===== config.mk =====
export PLATFORM = sky130hd
export DESIGN_NAME = fetch_redirect_ctrl
export DESIGN_NICKNAME = d
export VERILOG_FILES = /design/src/rtl/fetch_redirect_ctrl_pkg.sv /design/src/rtl/fetch_redirect_ctrl_sat_counter.sv /design/src/rtl/fetch_redirect_ctrl.sv
export SDC_FILE = /design/constraint.sdc
export NUM_CORES = 1
export LEC_CHECK = 0
export ABC_AREA = 0
export BUFFER_PORTS_ARGS = -buffer_cell sky130_fd_sc_hd__buf_4
export CORE_UTILIZATION = 53
export DETAILED_ROUTE_END_ITERATION = 16
export GPL_TIMING_DRIVEN = 1
export PLACE_DENSITY = 0.81
export SLEW_MARGIN = 20
export SYNTH_ARGS = -nofsm -noshare
export SYNTH_HDL_FRONTEND = slang
export SYNTH_HIERARCHICAL = 1
export SYNTH_SLANG_ARGS = --single-unit

===== constraint.sdc =====
create_clock -name clk -period 3.6 [get_ports clk]
set_clock_uncertainty 0.1 [all_clocks]
set_input_delay 0.18 -clock clk [delete_from_list [all_inputs] [get_ports clk]]
set_output_delay 0.18 -clock clk [all_outputs]
set_load 0.02 [all_outputs]

===== src/rtl/fetch_redirect_ctrl_pkg.sv =====
// Shared types and constants for the fetch redirect controller.
package fetch_redirect_ctrl_pkg;

    // Source of a redirect: also encodes the pending-buffer state
    // (NONE = EMPTY, PRED = PEND_PRED, RES = PEND_RES).
    typedef enum logic [1:0] {
        REDIR_NONE = 2'd0,
        REDIR_PRED = 2'd1,
        REDIR_RES  = 2'd2
    } redirect_src_t;

    // Width of the squash-window down-counter (window lengths 1..7).
    localparam int SQUASH_W = 3;

endpackage


===== src/rtl/fetch_redirect_ctrl_sat_counter.sv =====
// Saturating event counter: increments on i_inc, sticks at all-ones.
module sat_counter #(
    parameter int WIDTH = 32
) (
    input  logic             clk,
    input  logic             rst,
    input  logic             i_inc,
    output logic [WIDTH-1:0] o_value
);

    logic [WIDTH-1:0] value_q;
    logic [WIDTH-1:0] value_d;

    // Next count: advance unless already saturated.
    always_comb begin
        value_d = value_q;
        if (i_inc && (value_q != {WIDTH{1'b1}})) begin
            value_d = value_q + 1'b1;
        end
    end

    // Count register with synchronous reset.
    always_ff @(posedge clk) begin
        if (rst) begin
            value_q <= '0;
        end else begin
            value_q <= value_d;
        end
    end

    assign o_value = value_q;

endmodule


===== src/rtl/fetch_redirect_ctrl.sv =====
// Fetch redirect controller: arbitrates EX mispredict (res) and ID
// predicted-taken (pred) redirects, buffers one across stalls, drives the
// fetch load-PC port with zero latency, and opens a squash window after
// every applied redirect.
module fetch_redirect_ctrl
    import fetch_redirect_ctrl_pkg::*;
#(
    parameter int ADDR_WIDTH  = 26,
    parameter int SQUASH_RES  = 2,
    parameter int SQUASH_PRED = 1,
    parameter int CNT_WIDTH   = 32
) (
    input  logic                  clk,
    input  logic                  rst,
    input  logic                  i_stall,
    input  logic                  i_res_valid,
    input  logic [ADDR_WIDTH-1:0] i_res_pc,
    input  logic                  i_pred_valid,
    input  logic [ADDR_WIDTH-1:0] i_pred_pc,
    output logic                  o_redirect_we,
    output logic [ADDR_WIDTH-1:0] o_redirect_pc,
    output logic                  o_squash,
    output logic                  o_pending,
    output logic [CNT_WIDTH-1:0]  o_res_count,
    output logic [CNT_WIDTH-1:0]  o_pred_count
);

    localparam logic [SQUASH_W-1:0] SQ_LOAD_RES  = SQUASH_W'(SQUASH_RES);
    localparam logic [SQUASH_W-1:0] SQ_LOAD_PRED = SQUASH_W'(SQUASH_PRED);

    redirect_src_t         pend_src_q, pend_src_d;
    logic [ADDR_WIDTH-1:0] pend_pc_q, pend_pc_d;
    logic [SQUASH_W-1:0]   sq_cnt_q, sq_cnt_d;
    logic                  pending_q, pending_d;

    redirect_src_t         sel_src;
    logic [ADDR_WIDTH-1:0] sel_pc;
    logic                  squash_active;
    logic                  eff_pred;
    logic                  res_applied;
    logic                  pred_applied;

    assign squash_active = (sq_cnt_q != '0);
    // A pred raised by an instruction in a squashed slot is wrong-path.
    assign eff_pred      = i_pred_valid & ~squash_active;

    // Zero-latency redirect select on free cycles; oldest-first priority.
    always_comb begin
        sel_src = REDIR_NONE;
        sel_pc  = '0;
        if (!rst && !i_stall) begin
            if (i_res_valid) begin
                sel_src = REDIR_RES;
                sel_pc  = i_res_pc;
            end else if (pend_src_q == REDIR_RES) begin
                sel_src = REDIR_RES;
                sel_pc  = pend_pc_q;
            end else if (pend_src_q == REDIR_PRED) begin
                sel_src = REDIR_PRED;
                sel_pc  = pend_pc_q;
            end else if (eff_pred) begin
                sel_src = REDIR_PRED;
                sel_pc  = i_pred_pc;
            end
        end
    end

    assign res_applied  = (sel_src == REDIR_RES);
    assign pred_applied = (sel_src == REDIR_PRED);

    // Next pending buffer and squash window.
    always_comb begin
        pend_src_d = pend_src_q;
        pend_pc_d  = pend_pc_q;
        sq_cnt_d   = sq_cnt_q;
        if (i_stall) begin
            // Capture during stall; a buffered res is never displaced by pred.
            if (i_res_valid) begin
                pend_src_d = REDIR_RES;
                pend_pc_d  = i_res_pc;
            end else if (eff_pred && (pend_src_q != REDIR_RES)) begin
                pend_src_d = REDIR_PRED;
                pend_pc_d  = i_pred_pc;
            end
        end else begin
            // Free cycle: buffer drains (winner applied, losers dropped).
            pend_src_d = REDIR_NONE;
            if (res_applied) begin
                sq_cnt_d = SQ_LOAD_RES;
            end else if (pred_applied) begin
                sq_cnt_d = SQ_LOAD_PRED;
            end else if (squash_active) begin
                sq_cnt_d = sq_cnt_q - 1'b1;
            end
        end
        pending_d = (pend_src_d != REDIR_NONE);
    end

    // Control state with synchronous reset; reset drops any buffered redirect.
    always_ff @(posedge clk) begin
        if (rst) begin
            pend_src_q <= REDIR_NONE;
            sq_cnt_q   <= '0;
            pending_q  <= 1'b0;
        end else begin
            pend_src_q <= pend_src_d;
            sq_cnt_q   <= sq_cnt_d;
            pending_q  <= pending_d;
        end
    end

    // Buffered target; only meaningful while pend_src_q != NONE.
    always_ff @(posedge clk) begin
        pend_pc_q <= pend_pc_d;
    end

    sat_counter #(.WIDTH(CNT_WIDTH)) u_res_cnt (
        .clk     (clk),
        .rst     (rst),
        .i_inc   (res_applied),
        .o_value (o_res_count)
    );

    sat_counter #(.WIDTH(CNT_WIDTH)) u_pred_cnt (
        .clk     (clk),
        .rst     (rst),
        .i_inc   (pred_applied),
        .o_value (o_pred_count)
    );

    assign o_redirect_we = (sel_src != REDIR_NONE);
    assign o_redirect_pc = sel_pc;
    assign o_squash      = squash_active;
    assign o_pending     = pending_q;

endmodule


==> results of run 1 <==
worst max-delay path, cell delays in order:
cell and delay (ns):
dlygate4sd3_1 0.55, buf_4 0.16, or4b_1 0.53, o22ai_1 0.26
nand4_1 0.40, nor4_2 0.62, nand4_1 0.17, nor4_1 0.27
mux2_2 0.37
metrics by stage:
step                      hold slack [ns]  cells  area, um^2
after floorplan                    0.1524    673        5520
after global placement             0.2874    923        6714
after detailed placement           0.2914    923        6714
after CTS                        0.005715    941        6908
after global routing              0.01867    941        6908
final                             0.02542    941        6908
layer usage:
metal	wire [um]	part of all wire, %	up-vias
li1	-	-	2744
met1	6353	45	2656
met2	6829	48	185
met3	764	5.4	16
met4	174	1.2	0
met5	0	0	-
cell type report:
class                      count  area [um^2]
clock buffer                  12        156.4
sequential                    96         2182
inverter                      37        138.9
clock inverter                 4        17.52
timing repair buffer         161         1214
multi-input combinational    498         3033
tap                          133        166.4
fill                         797         3047
cell usage after synthesis, drive strengths merged, types with 2 or more instances:
cell type / instances
and3: 8
or4: 24
nor3: 5
edfxtp: 26
nand2b: 2
nand2: 74
or3b: 2
and2: 2
mux2: 4
nor3b: 4
xnor2: 12
a31oi: 3
a21o: 28
clkbuf: 28
o31ai: 25
ha: 4
o21ai: 42
nor4: 10
nor2b: 5
a31o: 3
inv: 37
a21oi: 75
a211oi: 3
buf: 14
or2: 4
and4: 8
xor2: 3
nand3: 29
nand4: 20
nor2: 32
o41ai: 2
a2111oi: 4
dfxtp: 70
or3: 50
mux2i: 2
timing repair:
action / 4_1_cts / 5_1_grt
gates resized for setup: 0 / 0
endpoints found under the setup margin: 0 / 0
hold endpoints to repair: 2 / 0
hold buffers: 2 / 0
worst paths after layout:
check,depth (start not counted),to,slack [ns]
hold reg to reg,2,u_pred_cnt/o_value[15]$_SDFFE_PP0P_,0.40
hold / removal,3,pend_pc_q[21]$_DFFE_PP_,0.03
setup / recovery,9,u_pred_cnt/o_value[31]$_SDFFE_PP0P_,0.24
setup reg to reg,10,u_pred_cnt/o_value[31]$_SDFFE_PP0P_,0.30
state kept, by name, summed over array words and instances (netlist names):
name and cells:
u_pred_cnt/o_value 32, o_pending 1, sq_cnt_q 3, pend_pc_q 26, pend_src_q 2, u_res_cnt/o_value 32
placed cells by master (no fill, tap or decap), types with 6 or more instances in the layout:
master	count
and4_1	8
nor2_1	32
xnor2_1	12
inv_1	37
a21o_1	28
nand2_1	74
o21ai_0	42
nor4_1	6
a21oi_1	75
o31ai_1	25
nand4_1	20
or4_1	24
or3_1	48
buf_4	159
edfxtp_1	26
clkbuf_8	9
dfxtp_1	70
and3_1	6
nand3_1	27
power breakdown:
part | internal (uW) | switching [uW]
clock network | 288 | 359
registers | 1150 | 12.7
logic | 148 | 199
total | 1580 | 571
cells by family after synthesis:
| group | after synthesis | share of synthesized area (%) |
|---|---|---|
| mux | 6 | 1.179 |
| simple gates | 281 | 28.22 |
| buf+inv | 79 | 5.961 |
| xor+xnor | 15 | 2.516 |
| flops | 96 | 39.53 |
| compound gates | 192 | 21.69 |
| fa+ha+maj | 4 | 0.9067 |
==> reports/metrics.yaml, run 1 <==
vias: 5601
clock_tree.buffer_depth: 2
maxSlewHeadroom_pct: 49.02
worst-path-max-fanout: 10
floorplan.die_area_mm2: 0.01083
run_status: "finished, final reports clean"
max-cap-violations: 0
powerDensity_mw_per_mm2: 311.8
cell_count_after_synthesis: 673
timing.rr.start: "sq_cnt_q[0]$_SDFFE_PP0P_"
clock.fmax_ghz: 0.2974
setup_tns_ns: 0
drt_first_iter_violations: 444
first_global_vias: 5088
ys_seq_area_share_pct: 39.53
synthArstFlopShare_pct: 0
tightestPinTransition_ns: 0.7629
met2_routing_resource_usage_after_global_routing_pct: 43.52
end_kind: "flip-flop"
fraction_of_layout_instances_using_a_drive_strength_above_1_pct: 23.76
rsz0062_at_grt: "no"
grt_max_degree: 81
synth_edf_count: 26
htree_num_levels: 3
drtPass1Iterations: 6
pin_count: 150
arrival_ns: 3.51
globalplace.congestion: 0.8658
floorplan.initialDensity_pct: 55.45
tritoncts: "yes"
design.core.area_mm2: 0.009955
hold_path_startpoint: "i_res_pc[21]"
num_antenna_cells: 0
cts_inserted_buffers: 9
use_met1_pct: 34.29
crit_start: "i_res_valid"
synth_fp_nets: 734
post_drt_wl_per_cell_um: 15.01
post_drt_via_cell_ratio: 5.952
clk_latency_ns: 0.35
synth.ff_latch_count: 96
synth.top_cells.by_area: "dfxtp_1 25%, edfxtp_1 14%, a21oi_1 6.8%"
synth_top_area_cell: "dfxtp_1"
p_leak_uw: 0.002616
grt_util_met3_pct: 3.070
globalRouteOverflowTotal: 0
antenna_violations_before_repair: 0
post_synth.cell_area_avg_um2: 8.203
clkSinkCount: 96
num-nets-final: 864
row_count: 36
worst-setup-path-type: "in2reg"
die_w_um: 104.1
finalWorstSetupSlack_ns: 0.2371
synthFlopType: "dfxtp_1"
number_of_setup_buffers_added_after_cts: 0
grt_first_pass_wirelength_um: 23570
finalCriticalPeriod_ns: 3.363
final_util_pct: 69.39
synth_area_mm2: 0.005520
required_time_of_the_critical_path_ns: 3.75
slew_viol_final: 0
setup.worst_path.start_class: "primary input"
fin_crit_sh_pct: 93.41
final_setup_vio_count: 0
post-synth-top-area-fraction_pct: 25.39
syn_to_final_growth_pct: 25.14
numPortBuffers: 149
drt_drc_violations_left: 0
timing.final.hold_violations: 0
postRouteWirelength_um: 14120
synth_warnings: 6
preCtsSetupSlack_ns: 0.3904
globalRoute.busiestLayer: "met2"
number_of_antenna_violating_nets_in_the_routed_design: 0
synth_unique_cells: 53
grtUsageTotal_pct: 25.83
vdd_drop_max_uv: 169.1
clkSlewWorstSetupHoldPaths_ns: 0.09
fp.dieH_um: 104.1
worstHoldPathType: "in2reg"
dp_hpwl_um: 9937
cts_root_buf: "clkbuf_8"
post-layout-total-power_uw: 2154
(Power assumes the default switching activity.)
==> inputs of run 2 (changes only) <==
Settings changed: CORE_UTILIZATION 53 to 50, PLACE_DENSITY 0.81 to 0.75.
==> reports/metrics.yaml, run 2 (same netlist as run 1, synthesis figures left out) <==
tightestPinTransition_ns: 0.7523  # -0.01054 ns
design.core.area_mm2: 0.01051  # +5.6%
grt_first_pass_wirelength_um: 23220  # -1.5%
rsz0062_at_grt: "no"
final_setup_vio_count: 0  # unchanged
htree_num_levels: 3  # unchanged
clkSlewWorstSetupHoldPaths_ns: 0.09  # about the same
num-nets-final: 864  # unchanged
clock.fmax_ghz: 0.2990  # +0.55%
maxSlewHeadroom_pct: 49.72  # +0.70 points
fin_crit_sh_pct: 92.91  # -0.51 points
post-layout-total-power_uw: 2298  # +6.7%
drt_first_iter_violations: 486  # +9.5%
max-cap-violations: 0  # unchanged
fraction_of_layout_instances_using_a_drive_strength_above_1_pct: 24.13  # +0.37 points
cts-resized-gates: 0  # unchanged
setup.worst_path.start_class: "primary input"
first_global_vias: 4849  # -4.7%
tritoncts: "yes"
pin_count: 150  # unchanged
floorplan.die_area_mm2: 0.01147  # +5.9%
worstHoldPathType: "in2reg"
cts_root_buf: "clkbuf_8"
critPathMostFrequentCell: "nand4_1"
vias: 5496  # -1.9%
setup_tns_ns: 0  # unchanged
grt_max_degree: 80  # -1.2%
worst-path-max-fanout: 10  # unchanged
drtPass1Iterations: 4  # -2
worst-setup-path-type: "in2reg"
timing.final.hold_violations: 0  # unchanged
cts_inserted_buffers: 9  # unchanged
powerDensity_mw_per_mm2: 330.1  # +5.9%
post_drt_wl_per_cell_um: 14.99  # about the same
clk_latency_ns: 0.36  # about the same
syn_to_final_growth_pct: 26.13
run_status: "finished, final reports clean"
p_leak_uw: 0.002643  # +1.1%
globalplace.congestion: 0.8633  # -0.29%
critical_path.top_delay_family: "simple AND/OR/NAND/NOR gates"
critPathSlowestCell: "nor4_2"
clock_tree.buffer_depth: 2  # unchanged
clkSinkCount: 96  # unchanged
fp.dieH_um: 107.1  # +2.9%
layout_common_cells: "160 x buf_4, 75 x a21oi_1, 74 x nand2_1"
slew_viol_final: 0  # unchanged
num_antenna_cells: 0  # unchanged
die_w_um: 107.1  # +2.9%
number_of_antenna_violating_nets_in_the_routed_design: 0  # unchanged
end_kind: "flip-flop"
antenna_violations_before_repair: 0  # unchanged
worst-path-buf-inv: 2  # unchanged
timing.critical_path.cells: "dlygate4sd3_1 -> buf_4 -> or4b_1 -> o22ai_1 -> nand4_1 -> nor4_2 -> nand4_1 -> nor4_1 -> mux2_2"
numPortBuffers: 149  # unchanged
floorplan.initialDensity_pct: 52.53  # -2.9 points
cpPeakStageDelay_ns: 0.61  # about the same
finalCriticalPeriod_ns: 3.345  # -0.01824 ns
vdd_drop_max_uv: 194.4  # +15%
row_count: 37  # +2.8%
required_time_of_the_critical_path_ns: 3.75  # about the same
dp_hpwl_um: 10060  # +1.2%
drt_drc_violations_left: 0  # unchanged
grtUsageTotal_pct: 24.94  # -0.89 points
arrival_ns: 3.50  # about the same
most_common_cell_after_layout_fill_and_taps_aside: "buf_4"
globalRouteOverflowTotal: 0  # unchanged
postRouteWirelength_um: 14150  # +0.23%
post_drt_via_cell_ratio: 5.822  # -2.2%
==> run 2: metrics by stage <==
step | utilization, % | setup WS, ns | instances | hold slack, ns | cell area (um^2)
CTS | 66.26 | 0.3338 | 944 | 0.006435 | 6963
global placement | 64.00 | 0.5289 | 927 | 0.3226 | 6725
global route | 66.26 | 0.06159 | 944 | 0.03281 | 6963
finish | 66.26 | 0.2553 | 944 | 0.01862 | 6963
detailed placement | 64.00 | 0.3904 | 927 | 0.3230 | 6725
floorplan | - | 0.6495 | 673 | 0.1524 | 5520
==> run 2: layer usage <==
metal | GRT usage [%] | vias up | part of all wire, %
li1 | - | 2742 | -
met1 | 33.91 | 2556 | 45
met2 | 40.74 | 186 | 47
met3 | 3.526 | 12 | 6.6
met4 | 8.121 | 0 | 1.1
met5 | 0 | - | 0
==> run 2: final cells by class <==
class,count,area [um^2]
clock buffers,10,148.9
clock inverters,6,78.83
fillers,893,3546
inverters,37,138.9
multi-input cells,498,3033
flip-flops and latches,96,2182
well taps,136,170.2
repair buffers,161,1211
==> run 2: report_power, final <==
group / leakage (uW) / internal, uW / switching [uW]
clock: 0.000117 / 428 / 364
sequential: 0.000814 / 1150 / 12.8
combinational: 0.00171 / 149 / 198
total: 0.00264 / 1720 / 574
==> run 2: path summary, 6_finish.rpt <==
| kind | startpoint | end | slack, ns | cells past startpoint |
|---|---|---|---|---|
| setup / recovery | i_res_valid | u_pred_cnt/o_value[31]$_SDFFE_PP0P_ | 0.26 | 9 |
| setup reg to reg | sq_cnt_q[0]$_SDFFE_PP0P_ | u_pred_cnt/o_value[31]$_SDFFE_PP0P_ | 0.34 | 10 |
| hold / removal | i_res_pc[10] | pend_pc_q[10]$_DFFE_PP_ | 0.02 | 3 |
| hold reg to reg | u_pred_cnt/o_value[15]$_SDFFE_PP0P_ | u_pred_cnt/o_value[15]$_SDFFE_PP0P_ | 0.41 | 2 |
==> run 2: repair_timing <==
action	4_1_cts	5_1_grt
buffers inserted	0	0
endpoints found under the setup margin	0	0
hold buffers	1	0
endpoints found under the hold margin	1	0
==> run 2: worst min-delay path: stages <==
cell and delay (ns):
buf_4 0.08, nand2_1 0.05, o21ai_0 0.06
==> inputs of run 3 (changes only) <==
Settings changed: CORE_UTILIZATION 50 to 30, PLACE_DENSITY 0.75 to 0.49.
==> reports/metrics.yaml, run 3 (same netlist as run 1, synthesis figures left out) <==
run_status: "finished, final reports clean"
worst-path-max-fanout: 80  # +70
clock_tree.buffer_depth: 2  # unchanged
grtUsageTotal_pct: 16.50  # -8.4 points
placed_cell_area_mm2: 0.006864  # +2.1%
crit_start: "i_res_valid"
cts_root_buf: "clkbuf_16"
worst_hold_slack_ns: 0.03917  # +0.02056 ns
post_drt_via_cell_ratio: 5.269  # -9.5%
number_of_antenna_violating_nets_in_the_routed_design: 0  # unchanged
antenna_violations_before_repair: 0  # unchanged
row_count: 49  # +32%
number_of_setup_buffers_added_after_cts: 0  # unchanged
design.core.area_mm2: 0.01802  # +72%
final_setup_vio_count: 0  # unchanged
final_instance_area_mm2: 0.007191  # +3.3%
cts-resized-gates: 0  # unchanged
globalplace.congestion: 0.8010  # -7.2%
powerDensity_mw_per_mm2: 349.2  # +5.8%
tightestPinTransition_ns: 0.8559  # +0.1036 ns
pin_count: 150  # unchanged
grt_max_degree: 81  # +1.3%
timing.final.hold_violations: 0  # unchanged
end_kind: "flip-flop"
cell_count_of_the_worst_reg_to_reg_path: 11  # +1
rsz0062_at_grt: "no"
dp_hpwl_um: 11030  # +9.6%
cp-endpoint: "u_res_cnt/o_value[31]$_SDFFE_PP0P_"
maxSlewHeadroom_pct: 42.80  # -6.9 points
floorplan.die_area_mm2: 0.01895  # +65%
numPortBuffers: 149  # unchanged
clkSlewWorstSetupHoldPaths_ns: 0.07  # -0.02 ns
layout_common_cells: "163 x buf_4, 75 x a21oi_1, 74 x nand2_1"
worst_setup_slack_for_register_to_register_paths_ns: 0.48  # +0.14 ns
worstHoldPathType: "in2reg"
grt_first_pass_wirelength_um: 24700  # +6.4%
slew_viol_final: 0  # unchanged
clk_latency_ns: 0.35  # about the same
cts_inserted_buffers: 9  # unchanged
most_common_cell_after_layout_fill_and_taps_aside: "buf_4"
regToRegEndpoint: "u_pred_cnt/o_value[31]$_SDFFE_PP0P_"
globalRouteOverflowTotal: 0  # unchanged
first_global_vias: 4877  # +0.58%
die_w_um: 137.7  # +29%
max-cap-violations: 0  # unchanged
preCtsSetupSlack_ns: 0.4931  # +0.1027 ns
fin_crit_sh_pct: 89.05  # -3.9 points
finalWorstSetupSlack_ns: 0.3943  # +0.1390 ns
setup.worst_path.start_class: "primary input"
clkSinkCount: 96  # unchanged
drt_first_iter_violations: 202  # -58%
post_drt_wl_per_cell_um: 15.22  # +1.5%
clock.fmax_ghz: 0.3119  # +4.3%
timing.rr.start: "sq_cnt_q[0]$_SDFFE_PP0P_"
num-nets-final: 868  # +0.46%
post_cts_hold_buffer_count: 2  # +1
finalCriticalPeriod_ns: 3.206  # -0.1390 ns
required_time_of_the_critical_path_ns: 3.74  # about the same
drt_drc_violations_left: 0  # unchanged
vdd_drop_max_uv: 227.8  # +17%
p_leak_uw: 0.002695  # +2.0%
num_antenna_cells: 0  # unchanged
tritoncts: "yes"
arrival_ns: 3.35  # -0.15 ns
setup_tns_ns: 0  # unchanged
drtPass1Iterations: 4  # unchanged
fraction_of_layout_instances_using_a_drive_strength_above_1_pct: 24.63  # +0.50 points
postRouteWirelength_um: 15850  # +12%
floorplan.initialDensity_pct: 30.63  # -22 points
htree_num_levels: 3  # unchanged
worst-setup-path-type: "in2reg"
syn_to_final_growth_pct: 30.26
fp.dieH_um: 137.7  # +29%
vias: 5485  # -0.20%
## run 3: through the flow
step                power, uW  util, %  std cells
global route             2628    39.89       1041
detailed placement       1538    38.08       1023
global placement         1530    38.08       1023
floorplan                1403        -        673
finish                   2511    39.89       1041
CTS                      2556    39.89       1041
## run 3: cell type report
cell class / instances / area [um^2]
Multi-Input combinational cell: 498 / 3033
Timing Repair Buffer: 165 / 1244
Inverter: 37 / 138.9
Clock buffer: 11 / 252.7
Fill cell: 1886 / 10830
Tap cell: 229 / 286.5
Sequential cell: 96 / 2182
Clock inverter: 5 / 53.80
## run 3: per-layer routing
layer / global-route usage [%] / wire [um] / vias to the layer above / part of all wire [%]
met5: 0 / 0 / - / 0
li1: - / - / 2761 / -
met3: 3.238 / 1016 / 12 / 6.4
met1: 22.30 / 7631 / 2579 / 48
met2: 25.77 / 6990 / 133 / 44
met4: 6.227 / 209 / 0 / 1.3
## run 3: worst min-delay path by stage
stage / from / endpoint / slack [ns] / depth (start not counted)
after global placement: rst / sq_cnt_q[2]$_SDFFE_PP0P_ / 0.28 / 2
after global routing: i_res_pc[21] / pend_pc_q[21]$_DFFE_PP_ / 0.05 / 3
after detailed placement: rst / sq_cnt_q[2]$_SDFFE_PP0P_ / 0.28 / 2
after floorplan: rst / sq_cnt_q[2]$_SDFFE_PP0P_ / 0.15 / 1
final: i_res_pc[19] / pend_pc_q[19]$_DFFE_PP_ / 0.04 / 3
after CTS: i_res_pc[21] / pend_pc_q[21]$_DFFE_PP_ / 0.03 / 3
## run 3: power by group
group          internal (uW)  switching [uW]  leakage [uW]  total, uW
Combinational            148             205       0.00173        353
Sequential              1150            11.8      0.000814       1160
Clock                    575             423      0.000152        998
## run 3: worst max-delay path, stage by stage
cell,delay (ns)
dlygate4sd3_1,0.54
buf_4,0.14
buf_4,0.57
o21bai_1,0.26
inv_1,0.23
nand4_1,0.12
buf_4,0.18
nor4_2,0.21
buf_4,0.18
nand4_1,0.09
nor4_1,0.27
mux2_2,0.37
